$ cat config.mk
export PLATFORM = sky130hd
export DESIGN_NAME = pipeline_hazard_ctrl
export DESIGN_NICKNAME = d
export VERILOG_FILES = /design/src/rtl/pipeline_hazard_ctrl_pkg.sv /design/src/rtl/pipeline_hazard_ctrl_sync_2ff.sv /design/src/rtl/pipeline_hazard_ctrl.sv
export SDC_FILE = /design/constraint.sdc
export NUM_CORES = 1
export LEC_CHECK = 0
export ABC_AREA = 1
export CAP_MARGIN = 20
export CORE_ASPECT_RATIO = 0.9
export CORE_MARGIN = 4
export CORE_UTILIZATION = 45
export DETAILED_ROUTE_END_ITERATION = 7
export PLACE_DENSITY = 0.83
export SYNTH_ARGS = -nofsm -noshare
export SYNTH_HDL_FRONTEND = slang
export SYNTH_HIERARCHICAL = 1
export SYNTH_SLANG_ARGS = --single-unit
$ cat constraint.sdc
create_clock -name clk_i -period 2.8 [get_ports clk_i]
set_input_delay 0.42 -clock clk_i [delete_from_list [all_inputs] [get_ports clk_i]]
set_output_delay 0.42 -clock clk_i [all_outputs]
set_load 0.02 [all_outputs]
$ cat src/rtl/pipeline_hazard_ctrl_pkg.sv
// Shared types and constants for the RAT pipeline hazard and interrupt sequencer.
package pipeline_hazard_ctrl_pkg;

  typedef enum logic [2:0] {
    RUN  = 3'd0,
    LDST = 3'd1,
    BRFL = 3'd2,
    IDRN = 3'd3,
    IISS = 3'd4,
    IWT  = 3'd5
  } hz_state_t;

  // RF_WR_SEL encodings; anything other than ALU arrives late from RAM or the IN port
  localparam logic [1:0] RF_SEL_ALU = 2'd0;
  localparam logic [1:0] RF_SEL_SCR = 2'd1;
  localparam logic [1:0] RF_SEL_SP  = 2'd2;
  localparam logic [1:0] RF_SEL_IN  = 2'd3;

  localparam int unsigned BRANCH_FLUSH_CYC_DEF = 2;
  localparam int unsigned LOAD_STALL_CYC_DEF   = 1;
  localparam int unsigned INT_DRAIN_CYC_DEF    = 2;

  function automatic logic rf_sel_is_mem(input logic [1:0] sel);
    return sel != RF_SEL_ALU;
  endfunction

endpackage

$ cat src/rtl/pipeline_hazard_ctrl_sync_2ff.sv
// Two-flop synchronizer bringing the asynchronous interrupt request into the clk domain.
module sync_2ff (
  input  logic clk_i,
  input  logic rst_ni,
  input  logic d_i,
  output logic q_o
);

  logic meta_q;
  logic sync_q;

  always_ff @(posedge clk_i or negedge rst_ni) begin
    if (!rst_ni) begin
      meta_q <= 1'b0;
      sync_q <= 1'b0;
    end else begin
      meta_q <= d_i;
      sync_q <= meta_q;
    end
  end

  assign q_o = sync_q;

endmodule

$ cat src/rtl/pipeline_hazard_ctrl.sv
// Load-use, taken-branch and interrupt-entry sequencer feeding the ID/EX control-vector register.
module pipeline_hazard_ctrl
  import pipeline_hazard_ctrl_pkg::*;
#(
  parameter int unsigned BRANCH_FLUSH_CYC = BRANCH_FLUSH_CYC_DEF,
  parameter int unsigned LOAD_STALL_CYC   = LOAD_STALL_CYC_DEF,
  parameter int unsigned INT_DRAIN_CYC    = INT_DRAIN_CYC_DEF
) (
  input  logic       clk_i,
  input  logic       rst_ni,
  input  logic       int_req_i,
  input  logic       i_flag_i,
  input  logic [4:0] id_src_x_i,
  input  logic [4:0] id_src_y_i,
  input  logic       id_use_x_i,
  input  logic       id_use_y_i,
  input  logic       ex_rf_wr_i,
  input  logic       ex_mem_rd_i,
  input  logic [4:0] ex_wb_addr_i,
  input  logic       ex_pc_ld_i,
  output logic       stall_fetch_o,
  output logic       flush_if_o,
  output logic       nop_o,
  output logic       interrupt_o,
  output logic       int_ack_o
);

  // The hazard cycle itself is the first bubble, so the sequence states only cover the rest
  localparam bit         BR_SEQ   = BRANCH_FLUSH_CYC > 1;
  localparam bit         LD_SEQ   = LOAD_STALL_CYC > 1;
  localparam logic [2:0] BR_LOAD  = BR_SEQ ? 3'(BRANCH_FLUSH_CYC - 2) : 3'd0;
  localparam logic [2:0] LD_LOAD  = LD_SEQ ? 3'(LOAD_STALL_CYC - 2) : 3'd0;
  localparam logic [2:0] DRN_LOAD = 3'(INT_DRAIN_CYC - 1);

  hz_state_t  state_q, state_d;
  logic [2:0] cnt_q, cnt_d;
  logic       req_s;
  logic       int_pend;
  logic       load_hz;
  hz_state_t  br_state;

  sync_2ff u_int_sync (
    .clk_i  (clk_i),
    .rst_ni (rst_ni),
    .d_i    (int_req_i),
    .q_o    (req_s)
  );

  assign int_pend = req_s & i_flag_i;
  assign load_hz  = ex_rf_wr_i & ex_mem_rd_i &
                    ((id_use_x_i & (id_src_x_i == ex_wb_addr_i)) |
                     (id_use_y_i & (id_src_y_i == ex_wb_addr_i)));
  assign br_state = BR_SEQ ? BRFL : RUN;

  always_ff @(posedge clk_i or negedge rst_ni) begin
    if (!rst_ni) begin
      state_q <= RUN;
      cnt_q   <= 3'd0;
    end else begin
      state_q <= state_d;
      cnt_q   <= cnt_d;
    end
  end

  always_comb begin
    state_d       = state_q;
    cnt_d         = cnt_q;
    stall_fetch_o = 1'b0;
    flush_if_o    = 1'b0;
    nop_o         = 1'b0;
    interrupt_o   = 1'b0;
    int_ack_o     = 1'b0;
    case (state_q)
      RUN: begin
        if (ex_pc_ld_i) begin
          flush_if_o = 1'b1;
          nop_o      = 1'b1;
          state_d    = br_state;
          cnt_d      = BR_LOAD;
        end else if (int_pend) begin
          state_d = IDRN;
          cnt_d   = DRN_LOAD;
        end else if (load_hz) begin
          stall_fetch_o = 1'b1;
          nop_o         = 1'b1;
          state_d       = LD_SEQ ? LDST : RUN;
          cnt_d         = LD_LOAD;
        end
      end
      LDST: begin
        stall_fetch_o = 1'b1;
        nop_o         = 1'b1;
        flush_if_o    = ex_pc_ld_i;
        if (ex_pc_ld_i) begin
          state_d = br_state;
          cnt_d   = BR_LOAD;
        end else if (cnt_q == 3'd0) begin
          state_d = RUN;
        end else begin
          cnt_d = cnt_q - 3'd1;
        end
      end
      BRFL: begin
        flush_if_o = 1'b1;
        nop_o      = 1'b1;
        if (ex_pc_ld_i) begin
          state_d = br_state;
          cnt_d   = BR_LOAD;
        end else if (cnt_q == 3'd0) begin
          state_d = RUN;
        end else begin
          cnt_d = cnt_q - 3'd1;
        end
      end
      IDRN: begin
        stall_fetch_o = 1'b1;
        nop_o         = 1'b1;
        flush_if_o    = ex_pc_ld_i;
        if (!i_flag_i) begin
          state_d = ex_pc_ld_i ? br_state : RUN;
          cnt_d   = ex_pc_ld_i ? BR_LOAD : 3'd0;
        end else if (ex_pc_ld_i) begin
          cnt_d = DRN_LOAD;
        end else if (cnt_q == 3'd0) begin
          state_d = IISS;
        end else begin
          cnt_d = cnt_q - 3'd1;
        end
      end
      IISS: begin
        interrupt_o = 1'b1;
        int_ack_o   = 1'b1;
        flush_if_o  = 1'b1;
        state_d     = IWT;
      end
      IWT: begin
        flush_if_o = 1'b1;
        nop_o      = 1'b1;
        state_d    = RUN;
      end
      default: begin
        state_d = RUN;
        cnt_d   = 3'd0;
      end
    endcase
  end

endmodule

# Word-level counts from Yosys, hierarchy flattened
# Cells that the tools add are included.
# word_totals
output_inout_bits,5
ff_bits,8
input_bits,24
word_cells,58
# classes
mux,26
bitwise,7
reduce_logical,9
n_eq_ne,11
addsub,1
# op_table
op,count
$mux W3,14
$pmux W3 S4,2
$eq A5 B5 Y1,2
$eq A3 B2 Y1 const B,2
$eq A3 B3 Y1 const B,2
$logic_not A3 Y1,2
$mux W1,6
$ne A3 B3 Y1 const B,2
$reduce_or A2 Y1,3
$and A1 B1 Y1,5
$ne A4 B4 Y1 const B,1
$pmux W1 S2,2
$reduce_and A4 Y1,1
$reduce_or A4 Y1,1
$eq A3 B1 Y1 const B,1
$ne A3 B1 Y1 const B,1
$pmux W1 S3,1
$reduce_or A3 Y1,1
$sub A3 B1 Y3 const B,1
$mux W2,1
$reduce_and A2 Y1,1
$not A1 Y1,1
$or A1 B1 Y1,1

# Longest topological paths before layout
# Gate-level depths: netlist of the first run.
# logic_depth
ltp_word,8
depth_mapped,11
depth_no_buf,11

# Hierarchy
# The synthesis of the first run kept the hierarchy.
# by_module_without_submodules
module,area_per_inst_um2,seq_area_each_um2,cells_per_inst,n_inst
pipeline_hazard_ctrl,681.9,150.1,125,1
sync_2ff,50.0,50.0,2,1

# Worst setup path before layout of the first run
# OpenSTA, ideal clock, no wires.
# synth_path
path_type,in2out
start,input ex_wb_addr_i[3]
end,output stall_fetch_o
slack_ns,1.188
arrival_ns,1.192
required_time_ns,2.380
path_buffers,0
cell_stages,8
cell_sequence,inv_1 -> nand2_1 -> nand2_1 -> nor2_1 -> nand3_1 -> nand2_1 -> nand3_1 -> o22ai_1
# synth_via
elab_chain_len,8
elab_cells_between_ends,10
classes_between,2 x eq/ne; 4 x mux; 4 x bitwise
# synth_rtl
element,line_no,rtl
start: declaration,pipeline_hazard_ctrl.sv:19,"input logic [4:0] ex_wb_addr_i,"
$eq A5 B5 Y1 (on tied branches),"pipeline_hazard_ctrl.sv:51, pipeline_hazard_ctrl.sv:52",
$and A1 B1 Y1 (on tied branches),"pipeline_hazard_ctrl.sv:51, pipeline_hazard_ctrl.sv:52",
$or A1 B1 Y1 *,pipeline_hazard_ctrl.sv:51,((id_use_x_i & (id_src_x_i == ex_wb_addr_i)) |
$and A1 B1 Y1 *,pipeline_hazard_ctrl.sv:50,assign load_hz = ex_rf_wr_i & ex_mem_rd_i &
$mux W1 *,pipeline_hazard_ctrl.sv:83,end else if (load_hz) begin
$mux W1 *,pipeline_hazard_ctrl.sv:80,end else if (int_pend) begin
$mux W1 *,pipeline_hazard_ctrl.sv:75,if (ex_pc_ld_i) begin
$pmux W1 S2 *,pipeline_hazard_ctrl.sv:73,case (state_q)
end: declaration,pipeline_hazard_ctrl.sv:21,"output logic stall_fetch_o,"
# Every way passes the cells marked *; elsewhere a longest branch is shown, timed or not.

# Worst setup path after layout of the first run
# layout_path
start,input ex_wb_addr_i[4]
end,output stall_fetch_o
# The elaborated chain is that of the path after synthesis.

==> impl_summary.txt, run 1 <==
----------------------------------------------------
[STA]
  Final-report hold violation count ... 0
  Maximum clock frequency ... 386 MHz
  Worst relative slew slack ... 76.4%
  Worst-margin pin slew ... 0.353 ns
  Unrepaired setup endpoints after global routing ... false
  Final count of negative-setup-slack endpoints ... 0
  Total negative slack for setup checks ... 0 ns
  Final period utilization ... 92.6%
  Post-layout min period ... 2.59 ns
  Clock tree skew after final layout ... 0.000859 ns
  Pins Over Slew Limit ... 0
  Setup slack after layout ... 0.206 ns

[Global routing]
  Total Routing Usage GR ... 17.5%
  Largest net degree at the start of global routing ... 9
  Total grt overflow ... 0
  Number of global-route vias before repair ... 738
  Initial antenna violation count ... 0
  First-pass GRT wire length ... 3.07 mm

[Critical path]
  Largest stage delay, worst path ... 0.63 ns
  Launch point of the worst path ... ex_wb_addr_i[4]
  Number of buffer and inverter stages on the critical path ... 3
  Slowest stage cell, crit path ... sky130_fd_sc_hd__clkdlybuf4s50_1
  Critical Path Most Common Cell ... sky130_fd_sc_hd__nand2_1
  Nature of the critical path startpoint ... input port
  Critical Path, Cell by Cell ... clkdlybuf4s50_1 > inv_1 > nand2_1 > nand2_1 > nor2_1 > nand3_1 > nand2_1 > nand3_1 > o22ai_1 > clkdlybuf4s50_1
  Setup slack of the worst register-to-register path ... 1.44 ns
  Required time of the critical path ... 2.38 ns
  Endpoint of the most critical setup path ... stall_fetch_o
  Reg2reg start ... cnt_q[0]$_DFFE_PN0P_
  Largest fanout on the critical path ... 3
  Cell depth of the worst setup path ... 10
  Kind of end point of the critical path ... output pin
  Family of cells with the greatest summed delay on the critical path ... buffers and inverters
  Data arrival at the endpoint of the critical path ... 2.17 ns
  Worst reg2reg path endpoint ... cnt_q[0]$_DFFE_PN0P_
  Depth of the worst register-to-register path ... 9
  Category of the most critical setup path ... input port to output pin

[Floorplan]
  Core Box Area ... 1500 µm²
  FP Rows ... 13
  Die height ... 46.3 µm
  IO Pins ... 29
  Initial standard-cell utilization of the core ... 48.9%
  Die extent in x ... 50.5 µm
  Die area ... 2340 µm²

[Clock tree]
  Clock Sinks ... 8
  Number of buffers inserted during clock tree synthesis ... 3
  Clock transition at path regs ... 0.05 ns
  H-tree depth ... 1
  Clock latency on the worst-skew pair ... 0.25 ns
  Deepest clock path buffer count ... 2
  Clock tree from TritonCTS ... done
  Buffer type at the clock tree root ... sky130_fd_sc_hd__clkbuf_4

[Yosys]
  Compound-cell area share of the yosys netlist ... 11.5%
  Yosys Warn Count ... 6
  Part of the Yosys area used for sequential elements ... 27.4%
  Post-synthesis cell area ... 732 µm²
  Share of synthesized cell area in and, or, nand and nor gates ... 42.7%
  Cells after Synth ... 127
  Share of the synthesized netlist area taken by xor and xnor gates ... 1.20%
  Arithmetic-cell share of the synthesized area counting full adders, half adders and majority gates ... 3.42%
  Total nets after synthesis ... 153
  Area share of the largest cell type after synthesis ... 27.4%
  Portion of netlist area occupied by mux cells ... 0%
  Number of library cell types mapped by synthesis ... 20
  Dominant combinational cell family by area after synthesis ... simple AND/OR/NAND/NOR gates
  Mean instance size in the synthesized netlist ... 5.76 µm²
  Top cells by area, synth ... sky130_fd_sc_hd__dfrtp_1, sky130_fd_sc_hd__nand2_1, sky130_fd_sc_hd__inv_1
  Register bit count reported by yosys ... 8
  Synth area leader ... sky130_fd_sc_hd__dfrtp_1

[Final layout]
  Post-layout utilization of the core ... 71.2%
  Net count, final ... 186
  Layout area overhead ... 45.5%
  Ratio of cells with drive above 1 in the final layout ... 7.59%
  Most common library cell in the layout ignoring fill and taps ... sky130_fd_sc_hd__nand2_1
  Commonest cells after routing, fill and taps aside ... sky130_fd_sc_hd__nand2_1, sky130_fd_sc_hd__clkdlybuf4s50_1, sky130_fd_sc_hd__inv_1, sky130_fd_sc_hd__nor2_1, sky130_fd_sc_hd__dfrtp_1
  Antenna diode count ... 0
  Final cell count without fillers ... 180

[Drt]
  Via count ... 824
  Routed wire per std cell ... 9.59 µm
  Count of antenna-violating nets left after detailed routing ... 0
  Detailed-route vias per instance ... 4.58
  Count of routing violations after the opening detailed-route iteration ... 9
  # DRC ... 0
  WL final ... 1.73 mm
  Count of TritonRoute iterations in the first routing pass ... 5

[Placement]
  Worst Setup Slack post-DPL ... 0.194 ns
  Placed Cells ... 177
  Buffers on Ports ... 28
  Detailed placer's ending HPWL ... 1.50 mm
  Weighted congestion reported at the end of routability-driven placement ... 0.759

[Hold path]
  Min-delay worst type ... register to register

[Power]
  Peak supply drop ... 350 µV
  Static power due to leakage ... 0.592 nW
  Cell area power density ... 536 nW/µm²

[Run status]
  Result of the run ... completed

[Flow run]
  Number of maximum-capacitance constraint violations ... 0

----------------------------------------------------
## worst register-to-register path: stages, from the launching register on
cell and delay, ns:
sky130_fd_sc_hd__dfrtp_1 0.37, sky130_fd_sc_hd__inv_1 0.12, sky130_fd_sc_hd__ha_1 0.16, sky130_fd_sc_hd__inv_1 0.04, sky130_fd_sc_hd__nor2_1 0.07, sky130_fd_sc_hd__inv_1 0.09, sky130_fd_sc_hd__a21oi_1 0.12, sky130_fd_sc_hd__o21ai_0 0.09
sky130_fd_sc_hd__a21oi_1 0.13, sky130_fd_sc_hd__nand2_1 0.07
## metrics by stage
step	area [µm²]	hold WS (ns)	power, mW
2_1_floorplan	732	0.124	0.384
3_3_place_gp	1040	0.336	0.480
3_5_place_dp	1040	0.350	0.489
4_1_cts	1060	0.361	0.578
5_1_grt	1060	0.374	0.631
6_report	1060	0.360	0.571
## worst min-delay path by stage
| stage | start | end | depth (start not counted) |
|---|---|---|---|
| floorplan | rst_ni | cnt_q[0]$_DFFE_PN0P_ | 0 |
| global placement | u_int_sync/meta_q$_DFF_PN0_ | u_int_sync/q_o$_DFF_PN0_ | 0 |
| detailed placement | u_int_sync/meta_q$_DFF_PN0_ | u_int_sync/q_o$_DFF_PN0_ | 0 |
| CTS | u_int_sync/meta_q$_DFF_PN0_ | u_int_sync/q_o$_DFF_PN0_ | 0 |
| global route | u_int_sync/meta_q$_DFF_PN0_ | u_int_sync/q_o$_DFF_PN0_ | 0 |
| finish | u_int_sync/meta_q$_DFF_PN0_ | u_int_sync/q_o$_DFF_PN0_ | 0 |
## repair_timing
item / CTS / global route
hold endpoints to repair: 0 / 0
buffers inserted: 0 / 0
gates resized for setup: 0 / 1
hold buffers: 0 / 0
endpoints found under the setup margin: 0 / 1
## metal layers
layer | vias up | part of all wire [%] | global-route usage [%]
met5 | - | 0 | 0
met4 | 0 | 0.98 | 8.06
met3 | 2 | 6.9 | 1.94
met2 | 26 | 41 | 27.6
met1 | 347 | 51 | 24.2
li1 | 449 | - | -
## report_power, final
| group | switching, mW | internal [mW] |
|---|---|---|
| registers | 0.0308 | 0.147 |
| clock network | 0.0356 | 0.0488 |
| logic | 0.175 | 0.133 |
## sequential cells by signal (all words and copies together) (netlist names)
register           flops
state_q                3
cnt_q                  3
u_int_sync/meta_q      1
u_int_sync/q_o         1
## cell type report
cell class	instances	area, µm²
Tap cell	22	27.5
Inverter	25	93.8
Multi-Input combinational cell	93	430
Sequential cell	8	200
Timing Repair Buffer	29	290
Clock buffer	3	22.5
Fill cell	130	432
## cell usage after synthesis, drive strengths merged
master  instances
nand2          53
buf             1
dfrtp           8
nor3            1
o211ai          2
nand4           1
nand3           5
nor2           16
o21ai           4
a21oi           7
o22ai           1
inv            25
ha              2
xor2            1
## logic make-up after synthesis
| logic type | Yosys count |
|---|---|
| adder cells (fa/ha/maj) | 2 |
| XOR/XNOR | 1 |
| buffers and inverters | 26 |
| AO/OA/AOI/OAI | 14 |
| flip-flops | 8 |
| AND/OR/NAND/NOR | 76 |
Power figures use the tool's default switching activity.
==> run 2, diff against run 1 <==
--- a/config.mk
+++ b/config.mk
@@ -12,6 +12,7 @@
 export CORE_UTILIZATION = 45
 export DETAILED_ROUTE_END_ITERATION = 7
 export PLACE_DENSITY = 0.83
+export SKIP_CTS_REPAIR_TIMING = 1
 export SYNTH_ARGS = -nofsm -noshare
 export SYNTH_HDL_FRONTEND = slang
 export SYNTH_HIERARCHICAL = 1
==> results of run 2 <==
Final layout, timing and power as in run 1 (identical DEF).
==> run 3, diff against run 2 <==
--- a/config.mk
+++ b/config.mk
@@ -7,7 +7,7 @@
 export LEC_CHECK = 0
 export ABC_AREA = 1
 export CAP_MARGIN = 20
-export CORE_ASPECT_RATIO = 0.9
+export CORE_ASPECT_RATIO = 1.2
 export CORE_MARGIN = 4
 export CORE_UTILIZATION = 45
 export DETAILED_ROUTE_END_ITERATION = 7
==> impl_summary.txt, run 3 (same netlist as run 1, synthesis figures left out) <==
----------------------------------------------------
[Run status]
  Result of the run ... completed

[Critical path]
  Data arrival at the endpoint of the critical path ... 1.84 ns (-0.33 ns)
  Worst reg2reg path endpoint ... cnt_q[0]$_DFFE_PN0P_
  Endpoint of the most critical setup path ... stall_fetch_o
  Required time of the critical path ... 2.38 ns (about the same)
  Depth of the worst register-to-register path ... 9 (unchanged)
  Setup slack of the worst register-to-register path ... 1.43 ns (about the same)
  Largest fanout on the critical path ... 3 (unchanged)
  Nature of the critical path startpoint ... input port
  Category of the most critical setup path ... input port to output pin
  Kind of end point of the critical path ... output pin
  Launch point of the worst path ... ex_wb_addr_i[3]
  Reg2reg start ... cnt_q[0]$_DFFE_PN0P_

[Drt]
  Count of TritonRoute iterations in the first routing pass ... 4 (-1)
  Count of antenna-violating nets left after detailed routing ... 0 (unchanged)
  # DRC ... 0 (unchanged)
  Count of routing violations after the opening detailed-route iteration ... 11 (+2)
  Via count ... 835 (+1.3%)
  Detailed-route vias per instance ... 4.77 (+4.2%)
  WL final ... 1.78 mm (+3.0%)
  Routed wire per std cell ... 10.2 µm (+5.9%)

[Global routing]
  Largest net degree at the start of global routing ... 9 (unchanged)
  First-pass GRT wire length ... 3.13 mm (+2.0%)
  Number of global-route vias before repair ... 828 (+12%)
  Total Routing Usage GR ... 18.2% (+0.77 points)
  Initial antenna violation count ... 0 (unchanged)
  Total grt overflow ... 0 (unchanged)

[Clock tree]
  Deepest clock path buffer count ... 2 (unchanged)
  Clock Sinks ... 8 (unchanged)
  Number of buffers inserted during clock tree synthesis ... 3 (unchanged)
  Clock transition at path regs ... 0.05 ns (about the same)
  Clock latency on the worst-skew pair ... 0.24 ns (about the same)
  H-tree depth ... 1 (unchanged)
  Clock tree from TritonCTS ... done
  Buffer type at the clock tree root ... sky130_fd_sc_hd__clkbuf_4

[Power]
  Peak supply drop ... 396 µV (+13%)
  Static power due to leakage ... 0.610 nW (+2.9%)
  Cell area power density ... 537 nW/µm² (+0.20%)
  Total power of the final layout ... 570 µW (-0.15%)

[Final layout]
  Commonest cells after routing, fill and taps aside ... sky130_fd_sc_hd__nand2_1, sky130_fd_sc_hd__clkdlybuf4s50_1, sky130_fd_sc_hd__inv_1, sky130_fd_sc_hd__nor2_1, sky130_fd_sc_hd__dfrtp_1
  Layout area overhead ... 45.0%
  Most common library cell in the layout ignoring fill and taps ... sky130_fd_sc_hd__nand2_1
  Final cell count without fillers ... 175 (-2.8%)
  Ratio of cells with drive above 1 in the final layout ... 7.59% (unchanged)
  Antenna diode count ... 0 (unchanged)
  Biggest registers after layout ... cnt_q x3, state_q x3
  Net count, final ... 186 (unchanged)

[STA]
  Unrepaired setup endpoints after global routing ... false
  Maximum clock frequency ... 442 MHz (+15%)
  Post-layout min period ... 2.26 ns (-0.329 ns)
  Final count of negative-setup-slack endpoints ... 0 (unchanged)
  Final period utilization ... 80.9% (-12 points)
  Total negative slack for setup checks ... 0 ns (unchanged)
  Worst-margin pin slew ... 0.327 ns (-0.0259 ns)
  Final-report hold violation count ... 0 (unchanged)
  Pins Over Slew Limit ... 0 (unchanged)
  Clock tree skew after final layout ... 0.000175 ns (-0.000684 ns)
  Worst relative slew slack ... 78.1% (+1.7 points)

[Placement]
  Detailed placer's ending HPWL ... 1.55 mm (+3.8%)
  Placed Cells ... 172 (-2.8%)
  Buffers on Ports ... 28 (unchanged)
  Weighted congestion reported at the end of routability-driven placement ... 0.872 (+15%)

[Floorplan]
  Core Box Area ... 1480 µm² (-0.92%)
  Initial standard-cell utilization of the core ... 49.4% (+0.45 points)
  Die area ... 2340 µm² (about the same)
  FP Rows ... 15 (+2)
  Die height ... 52.2 µm (+13%)
  IO Pins ... 29 (unchanged)
  Die extent in x ... 44.8 µm (-11%)

[Hold path]
  Min-delay worst type ... register to register

[Flow run]
  Number of maximum-capacitance constraint violations ... 0 (unchanged)

----------------------------------------------------
run 3: cell types whose count changed in the layout (fill, tap and decap cells not counted):
cell / before / now
sky130_fd_sc_hd__clkdlybuf4s50_1: 27 / 26
sky130_fd_sc_hd__dlymetal6s2s_1: 1 / 2
run 3: routing by layer:
metal / vias up / share of wire, % / global-route usage [%]
met5: - / 0 / 0
met4: 0 / 0.79 / 10.7
met3: 2 / 7.3 / 3.78
met1: 352 / 41 / 18.6
li1: 448 / - / -
met2: 33 / 51 / 33.0
run 3: layout make-up:
type	count	area, µm²
multi-input cells	93	430
fillers	132	422
repair buffers	29	293
flip-flops and latches	8	200
inverters	25	93.8
clock buffers	3	22.5
well taps	17	21.3
run 3: report_power, final:
group	leakage [nW]	switching (mW)	internal, mW
Sequential	0.102	0.0289	0.147
Clock	0.0138	0.0323	0.0486
Combinational	0.495	0.178	0.135
run 3: through the flow:
stage	setup WS (ns)	util (%)	area [µm²]	hold WS (ns)
final	0.535	71.6	1060	0.347
after global routing	0.325	71.6	1060	0.364
after CTS	0.116	71.2	1060	0.352
after detailed placement	0.122	69.7	1030	0.341
after global placement	0.116	69.7	1030	0.336
after floorplan	1.19	-	732	0.124
run 3: how the worst min path moves through the flow:
stage / start / endpoint / slack (ns) / cells after the start
after global placement: u_int_sync/meta_q$_DFF_PN0_ / u_int_sync/q_o$_DFF_PN0_ / 0.34 / 0
after floorplan: rst_ni / cnt_q[0]$_DFFE_PN0P_ / 0.12 / 0
after CTS: u_int_sync/meta_q$_DFF_PN0_ / u_int_sync/q_o$_DFF_PN0_ / 0.35 / 0
after global routing: u_int_sync/meta_q$_DFF_PN0_ / u_int_sync/q_o$_DFF_PN0_ / 0.36 / 0
final: u_int_sync/meta_q$_DFF_PN0_ / u_int_sync/q_o$_DFF_PN0_ / 0.35 / 0
after detailed placement: u_int_sync/meta_q$_DFF_PN0_ / u_int_sync/q_o$_DFF_PN0_ / 0.34 / 0
run 3: critical path: stages:
cell	delay, ns
sky130_fd_sc_hd__clkdlybuf4s50_1	0.50
sky130_fd_sc_hd__inv_1	0.07
sky130_fd_sc_hd__nand2_1	0.05
sky130_fd_sc_hd__nand2_1	0.05
sky130_fd_sc_hd__nor2_1	0.12
sky130_fd_sc_hd__nand3_1	0.08
sky130_fd_sc_hd__nand2_1	0.08
sky130_fd_sc_hd__nand3_1	0.09
sky130_fd_sc_hd__o22ai_1	0.13
sky130_fd_sc_hd__dlymetal6s2s_1	0.25
